## src/rtl/uart_tx_sequencer.sv

```systemverilog
// UART transmitter that pops words from a first-word-fall-through FIFO and frames them.
// Optional CTS flow control is enabled by defining UART_TX_CTS_FLOW_EN.
module uart_tx_sequencer #(
  parameter int unsigned DATA_WIDTH = 8,
  parameter int unsigned DIV_WIDTH  = 16
) (
  input  logic                  i_clk,
  input  logic                  i_nrst,
  input  logic                  i_enable,
  input  logic [DIV_WIDTH-1:0]  i_baud_div,
  input  logic                  i_parity_en,
  input  logic                  i_parity_odd,
  input  logic                  i_two_stop,
  input  logic                  i_fifo_valid,
  input  logic [DATA_WIDTH-1:0] i_fifo_data,
  output logic                  o_fifo_rd_req,
  input  logic                  i_cts,
  output logic                  o_tx,
  output logic                  o_busy,
  output logic                  o_tx_done
);

  localparam int unsigned CNT_W = (DATA_WIDTH > 1) ? $clog2(DATA_WIDTH) : 1;

  typedef enum logic [2:0] {S_IDLE, S_START, S_DATA, S_PARITY, S_STOP} state_e;

  state_e                state_q, state_d;
  logic [DIV_WIDTH-1:0]  baud_cnt_q, baud_cnt_d;
  logic [DIV_WIDTH-1:0]  div_q, div_d;
  logic [CNT_W-1:0]      bit_cnt_q, bit_cnt_d;
  logic [DATA_WIDTH-1:0] shift_q, shift_d;
  logic                  par_en_q, par_en_d;
  logic                  par_bit_q, par_bit_d;
  logic                  two_stop_q, two_stop_d;
  logic                  stop_idx_q, stop_idx_d;
  logic                  tx_q, tx_d;
  logic                  busy_q, busy_d;
  logic                  done_q, done_d;
  logic                  cts_gate;
  logic                  launch;
  logic                  bit_end;

`ifdef UART_TX_CTS_FLOW_EN
  assign cts_gate = i_cts;
`else
  logic unused_cts;
  assign unused_cts = i_cts;
  assign cts_gate   = 1'b1;
`endif

  // Reset gating keeps the combinational pop quiet while reset is held.
  assign launch  = i_nrst && (state_q == S_IDLE) && i_enable && i_fifo_valid && cts_gate;
  assign bit_end = (baud_cnt_q == div_q);

  // State and output registers
  always_ff @(posedge i_clk or negedge i_nrst) begin
    if (!i_nrst) begin
      state_q    <= S_IDLE;
      baud_cnt_q <= '0;
      div_q      <= '0;
      bit_cnt_q  <= '0;
      shift_q    <= '0;
      par_en_q   <= 1'b0;
      par_bit_q  <= 1'b0;
      two_stop_q <= 1'b0;
      stop_idx_q <= 1'b0;
      tx_q       <= 1'b1;
      busy_q     <= 1'b0;
      done_q     <= 1'b0;
    end else begin
      state_q    <= state_d;
      baud_cnt_q <= baud_cnt_d;
      div_q      <= div_d;
      bit_cnt_q  <= bit_cnt_d;
      shift_q    <= shift_d;
      par_en_q   <= par_en_d;
      par_bit_q  <= par_bit_d;
      two_stop_q <= two_stop_d;
      stop_idx_q <= stop_idx_d;
      tx_q       <= tx_d;
      busy_q     <= busy_d;
      done_q     <= done_d;
    end
  end

  // Next-state: frame sequencing and launch-time latching of word and configuration
  always_comb begin
    state_d    = state_q;
    baud_cnt_d = baud_cnt_q;
    div_d      = div_q;
    bit_cnt_d  = bit_cnt_q;
    shift_d    = shift_q;
    par_en_d   = par_en_q;
    par_bit_d  = par_bit_q;
    two_stop_d = two_stop_q;
    stop_idx_d = stop_idx_q;
    if (state_q != S_IDLE) begin
      baud_cnt_d = bit_end ? '0 : baud_cnt_q + DIV_WIDTH'(1);
    end
    case (state_q)
      S_IDLE: begin
        if (launch) begin
          state_d    = S_START;
          baud_cnt_d = '0;
          div_d      = i_baud_div;
          bit_cnt_d  = '0;
          shift_d    = i_fifo_data;
          par_en_d   = i_parity_en;
          par_bit_d  = (^i_fifo_data) ^ i_parity_odd;
          two_stop_d = i_two_stop;
          stop_idx_d = 1'b0;
        end
      end
      S_START: begin
        if (bit_end) state_d = S_DATA;
      end
      S_DATA: begin
        if (bit_end) begin
          shift_d = shift_q >> 1;
          if (bit_cnt_q == CNT_W'(DATA_WIDTH - 1)) begin
            bit_cnt_d = '0;
            state_d   = par_en_q ? S_PARITY : S_STOP;
          end else begin
            bit_cnt_d = bit_cnt_q + CNT_W'(1);
          end
        end
      end
      S_PARITY: begin
        if (bit_end) state_d = S_STOP;
      end
      S_STOP: begin
        if (bit_end) begin
          if (two_stop_q && !stop_idx_q) begin
            stop_idx_d = 1'b1;
          end else begin
            stop_idx_d = 1'b0;
            state_d    = S_IDLE;
          end
        end
      end
      default: state_d = S_IDLE;
    endcase
  end

  // Outputs: line level and done pulse are precomputed so they register with the state
  always_comb begin
    tx_d          = 1'b1;
    busy_d        = (state_d != S_IDLE);
    done_d        = 1'b0;
    o_fifo_rd_req = launch;
    case (state_d)
      S_START:  tx_d = 1'b0;
      S_DATA:   tx_d = shift_d[0];
      S_PARITY: tx_d = par_bit_d;
      S_STOP:   done_d = (baud_cnt_d == div_d) && (stop_idx_d == two_stop_d);
      default:  tx_d = 1'b1;
    endcase
  end

  assign o_tx      = tx_q;
  assign o_busy    = busy_q;
  assign o_tx_done = done_q;

endmodule

```

## config.mk

```make
export PLATFORM = sky130hd
export DESIGN_NAME = uart_tx_sequencer
export DESIGN_NICKNAME = d
export VERILOG_FILES = /design/src/rtl/uart_tx_sequencer.sv
export SDC_FILE = /design/constraint.sdc
export NUM_CORES = 1
export LEC_CHECK = 0
export BUFFER_PORTS_ARGS = -buffer_cell sky130_fd_sc_hd__buf_2
export CORE_ASPECT_RATIO = 0.7
export CORE_UTILIZATION = 50
export DETAILED_ROUTE_END_ITERATION = 7
export GPL_TIMING_DRIVEN = 0
export PLACE_DENSITY = 0.77
export SKIP_LAST_GASP = 1
export SLEW_MARGIN = 20
export SYNTH_ARGS = -nofsm -noshare
export SYNTH_HDL_FRONTEND = slang
export SYNTH_SLANG_ARGS = --single-unit
```

## constraint.sdc

```tcl
create_clock -name i_clk -period 6.2 [get_ports i_clk]
set_input_delay 0.31 -clock i_clk [delete_from_list [all_inputs] [get_ports i_clk]]
set_output_delay 0.31 -clock i_clk [all_outputs]
set_load 0.1 [all_outputs]
```

-- Word level (Yosys, flattened, before mapping)
Index checks and enable logic that the tools add are counted.
- output and inout bits: 4
- register bits after elaboration: 53
- input bits: 32
- multiplexer cells: 32
- add/sub/neg operators: 2
- eq/ne operators: 14
- bitwise operators: 1
- reductions and logical operators: 13
- operator list (cell ; number):
    $mux W16 ; 6
    $mux W3 ; 11
    $eq A16 B16 Y1 ; 2
    $add A16 B1 Y16 const B ; 1
    $mux W8 ; 2
    $pmux W8 S2 ; 1
    $pmux W3 S5 ; 1
    $eq A3 B2 Y1 const B ; 4
    $eq A3 B3 Y1 const B ; 3
    $mux W1 ; 8
    $reduce_xor A8 Y1 ; 1
    $eq A3 B1 Y1 const B ; 2
    $pmux W3 S2 ; 1
    $reduce_bool A3 Y1 ; 2
    $logic_and A1 B1 Y1 ; 5
    $ne A2 B2 Y1 const B ; 2
    $add A3 B1 Y3 const B ; 1
    $logic_not A3 Y1 ; 1
    $pmux W1 S3 ; 1
    $reduce_and A3 Y1 ; 1
    $pmux W1 S2 ; 1
    $reduce_and A2 Y1 ; 1
    $reduce_bool A2 Y1 ; 1
    $eq A1 B1 Y1 ; 1
    2 further kinds ; 2

-- Logic depth before layout (Yosys ltp)
- depth in word-level cells: 9
- depth in mapped cells: 12
- mapped depth without buffers: 9

-- Worst setup path after synthesis
Ideal clock, no wire load.
- path kind: reg2reg
- start point: reg state_q[2]
- end point: reg shift_q[2]
- path slack: 3.471 ns
- path buffers: 5
- setup time: 0.070 ns
- arrival: 2.659 ns
- stages on the path, launching flop included: 11
- period minus slack after synthesis: 2.729 ns
- data required time: 6.130 ns
- cell sequence: dfrtp_1 -> buf_6 -> nor3_4 -> nand2b_1 -> buf_6 -> clkinv_4 -> buf_6 -> buf_6 -> clkbuf_1 -> a22oi_1 -> nand2_1
- cells in the longest elaborated chain, start to end: 6
- elaborated cells on any way between the ends: 10
- those cells by class: 3 x eq/ne; 1 x mux; 6 x reduce/logical
- ends and longest elaborated chain (item ; RTL line ; text):
    start, declared ; 27 ; state_e state_q, state_d;
    start signal, assigned ; 71 ; state_q <= state_d;
    $logic_not A3 Y1 ; 52 ; assign launch = i_nrst && (state_q == S_IDLE) && i_enable && i_fifo_valid && cts_gate;
    $logic_and A1 B1 Y1 (3 in a row) ; 52 ;
    named net o_fifo_rd_req ; 16 ; output logic o_fifo_rd_req,
    $ne A2 B2 Y1 (no source line) ; - ;
    $reduce_and A3 Y1 (no source line) ; - ;
    end signal, assigned ; 75 ; shift_q <= shift_d;
    end, declared ; 31 ; logic [DATA_WIDTH-1:0] shift_q, shift_d;
The timed path passes the listed nets, and every way through them passes these cells.
A chain may end at the register's enable or synchronous reset.

-- Worst setup path in the final report
- start point: in i_nrst
- end point: out o_fifo_rd_req
- cells in the longest elaborated chain, start to end: 3
- ends and longest elaborated chain (item ; RTL line ; text):
    start, declared ; 8 ; input logic i_nrst,
    $logic_and A1 B1 Y1 (3 in a row) ; 52 ;
    end, declared ; 16 ;
No other way between the ends.

==> parameters.txt <==
Parameter                              Value

Worst setup path
  Max incr delay on CP ... 530 ps
  Cell type with the highest occurrence count on the critical path ... sky130_fd_sc_hd__buf_6
  Required time of the critical path ... 5890 ps
  FF-to-FF path depth ... 10
  Category of the worst setup path launch point ... input pin
  Slowest library cell on the worst path ... sky130_fd_sc_hd__buf_4
  Reg-to-reg critical path endpoint ... o_tx_done
  Setup crit end kind ... output pin
  Crit path launch ... i_nrst
  Critical-path cell list ... buf_4 -> nand3_1 -> nand2b_1 -> buf_6 -> clkinv_4 -> buf_6 -> buf_6 -> clkbuf_1 -> buf_2
  Worst-path fanout max ... 55
  R2R setup slack ... 3520 ps
  Startpoint of the lowest-slack register-to-register path ... baud_cnt_q[6]
  CP arrival ... 2870 ps
  Critical Path Sink ... o_fifo_rd_req
  Crit path kind ... in2out

Timing
  Final critical path time including I/O delays and setup ... 3180 ps
  Number of hold violations in the final report ... 0
  Top achievable clock speed ... 314 MHz
  Final Max Slew Viols ... 0
  Post-route setup TNS ... 0 ps
  Final period utilization ... 51.3%
  Measured slew at the worst slew-check pin ... 788 ps
  Final count of negative-setup-slack endpoints ... 0
  Setup Skew ... 7.13 ps
  RSZ-0062 raised after global routing ... no
  Worst rel slew slack ... 47.4%

Synthesis
  Dominant cell by count in the synthesized netlist ... sky130_fd_sc_hd__nand2_1
  Synth cell count leaders ... sky130_fd_sc_hd__nand2_1 (55), sky130_fd_sc_hd__dfrtp_1 (52), sky130_fd_sc_hd__xnor2_1 (25)
  Share of the synthesized netlist area taken by xor and xnor gates ... 14.8%
  Instance count of the mapped netlist ... 317
  Area fraction of the dominant cell type after synthesis ... 41.6%
  Distinct cell type count after synthesis ... 60
  Proportion of synthesized area in mux cells ... 3.16%
  Synth Area in Adders ... 1.20%
  Main combinational cell family by area after synthesis ... simple AND/OR/NAND/NOR gates
  Area of the mapped netlist ... 3130 um2
  Async S/R FF share, synth ... 100%
  Number of synthesized register bits ... 53
  Most used DFF post-synth ... sky130_fd_sc_hd__dfrtp_1
  Area fraction in compound gates after synthesis ... 11.4%
  Yosys Warn Count ... 0
  EDFF count, synth ... 0
  Largest cells by area after synthesis ... sky130_fd_sc_hd__dfrtp_1 (42%), sky130_fd_sc_hd__xnor2_1 (7.0%), sky130_fd_sc_hd__xor2_1 (6.7%)
  Seq/Total Area, Yosys ... 42.5%
  Net Count, Synth ... 352
  Post-synthesis simple-gate area fraction ... 20.8%
  Average cell area after synthesis ... 9.86 um2
  Area leader, netlist ... sky130_fd_sc_hd__dfrtp_1

Cells and area
  Proportion of layout cells with a drive suffix above 1 ... 21.2%
  Multi-input combinational cell area ... 1610 um2
  Ant diodes ... 0
  Register area ... 1330 um2
  Area Overhead vs Synth ... 12.8%
  Count of filler cells inserted in the layout ... 537
  NumNets Final ... 393
  Share of the core filled with cells ... 60.1%

Floorplanning
  Core box area ... 5870 um2
  Overall die width ... 96.5 um
  Die extent in y ... 68.2 um
  Area of the die ... 6580 um2
  IO Pins ... 36
  Rows ... 23
  Initial Utilization ... 53.3%

Routing
  Aggregate routed wire length ... 6920 um
  1st-pass router iterations ... 4
  Number of design-rule violations left by the first detailed-router iteration ... 201
  Routed vias/inst ... 5.62
  DRC ... 0
  Routed wire length per instance ... 15.9 um
  Antenna Violating Nets Remaining ... 0
  Total number of vias ... 2,438

Clock tree
  Number of buffers inserted during clock tree synthesis ... 5
  Clock tree from TritonCTS ... done
  Total of cells resized after clock tree synthesis ... 0
  Cell at the root of the clock tree ... sky130_fd_sc_hd__clkbuf_8
  Htree depth ... 2
  Cts-stage hold buffer count ... 0
  Skew-Pair Late Insertion Delay ... 320 ps
  Clock net sink count ... 53
  Post-CTS Setup Inserts ... 0
  Clock slew at reported path FFs ... 90 ps
  Number of buffers on the longest clock path ... 2

Global routing
  Global routing usage summed across all routing layers ... 24.7%
  Vias in the first global route ... 2,298
  Pin count of the biggest net entering global routing ... 56
  Overflow left after global routing ... 0
  First-pass GRT wire length ... 11,700 um
  Number of antenna violations at the first check in global routing ... 0

Placed design
  Dpl hpwl ... 5200 um
  Input/output buffers ... 34
  Routability congestion estimate ... 0.911

Power and ir drop
  Flop pwr share ... 39.3%
  Power density of the placed cells ... 410 nW/um2
  Internal Power ... 0.000883 W
  Relative contribution of the clock network to total power ... 19.3%
  Part of the power in combinational logic ... 41.5%
  Maximum vdd drop ... 0.187 mV
  Pwr Total ... 0.00145 W
  Leak ... 1.67 nW
  Net switching power ... 0.000563 W
  Switching part of the total power ... 38.9%

Run status
  Status ... finished clean

Hold path
  Tightest Hold Check Type ... in2async

Run
  Max-cap violation count ... 0
-- placed cells by master, fill, tap and decap left out, drive strengths merged, types with 2 or more instances in the layout --
master  instances
nor2           18
clkinv          2
or3             2
and4            2
mux2i           5
nand4           5
nor3            9
dfrtp          52
xnor2          25
a31oi           3
o21ai          11
bufinv          2
nor4b           2
inv            12
ha              3
nand2          55
nand3          10
buf            48
and2            2
a22oi           8
nand2b          4
xor2           26
nor4            9
mux2            4
clkbuf          7
a211oi          4
o31ai           3
a21oi           6
-- through the flow --
step | std cells | setup WS, ps | area, um2 | hold WS [ps]
CTS | 434 | 2960 | 3530 | 55.6
floorplan | 317 | 3470 | 3130 | 14.4
global route | 434 | 2760 | 3530 | 85.6
detailed placement | 426 | 2960 | 3390 | 402
finish | 434 | 3020 | 3530 | 25.5
global placement | 426 | 2550 | 3390 | 449
-- metal layers --
layer  up-vias  part of all wire [%]  global-route usage (%)
li1       1172                     -                       -
met1      1180                    49                    37.3
met2        77                    42                    34.9
met3         9                   7.3                    4.89
met4         0                   1.6                    8.82
met5         -                     0                       0
-- power by group through the flow --
stage | Sequential, W | Clock (W) | Combinational, W
final | 0.000568 | 0.000278 | 0.000599
after CTS | 0.000567 | 0.000284 | 0.000598
after detailed placement | 0.000574 | 0 | 0.000589
after global routing | 0.000585 | 0.000297 | 0.000663
after floorplan | 0.000567 | 0 | 0.000453
after global placement | 0.000568 | 0 | 0.000575
-- state kept, by name, summed over array words and instances, names as in the netlist --
register and cells:
o_busy 1, div_q 16, par_bit_q 1, o_tx 1
o_tx_done 1, bit_cnt_q 3, baud_cnt_q 16, state_q 3
shift_q 8, par_en_q 1, stop_idx_q 1, two_stop_q 1
-- area by class of cell --
type                    count  area share, %
inverters                  13           1.53
repair buffers             34           4.90
clock inverters             3           1.84
clock buffers               5           1.95
flip-flops and latches     53           37.6
multi-input cells         235           45.5
plain buffers              16           3.97
well taps                  75           2.66
-- worst max-delay path, delay by kind of cell --
| family | cells | cell delay [ps] |
|---|---|---|
| buf+inv | 7 | 1950 |
| simple gates | 2 | 570 |
-- how the worst min path moves through the flow --
stage               start            end  slack (ps)  depth (start not counted)
2_1_floorplan      i_nrst  baud_cnt_q[0]          10                          0
3_3_place_gp   shift_q[0]     shift_q[0]         450                          2
3_5_place_dp       i_nrst     shift_q[6]         400                          1
4_1_cts            i_nrst      o_tx_done          60                          1
5_1_grt            i_nrst      o_tx_done          90                          1
6_report           i_nrst     shift_q[6]          30                          1
-- cell families after synthesis --
kind of cell | count (synthesis)
buffers and inverters | 29
adder cells (fa/ha/maj) | 3
multiplexers | 9
AO/OA/AOI/OAI | 48
XOR/XNOR | 51
flip-flops | 53
AND/OR/NAND/NOR | 124
Power figures use the tool's default switching activity.
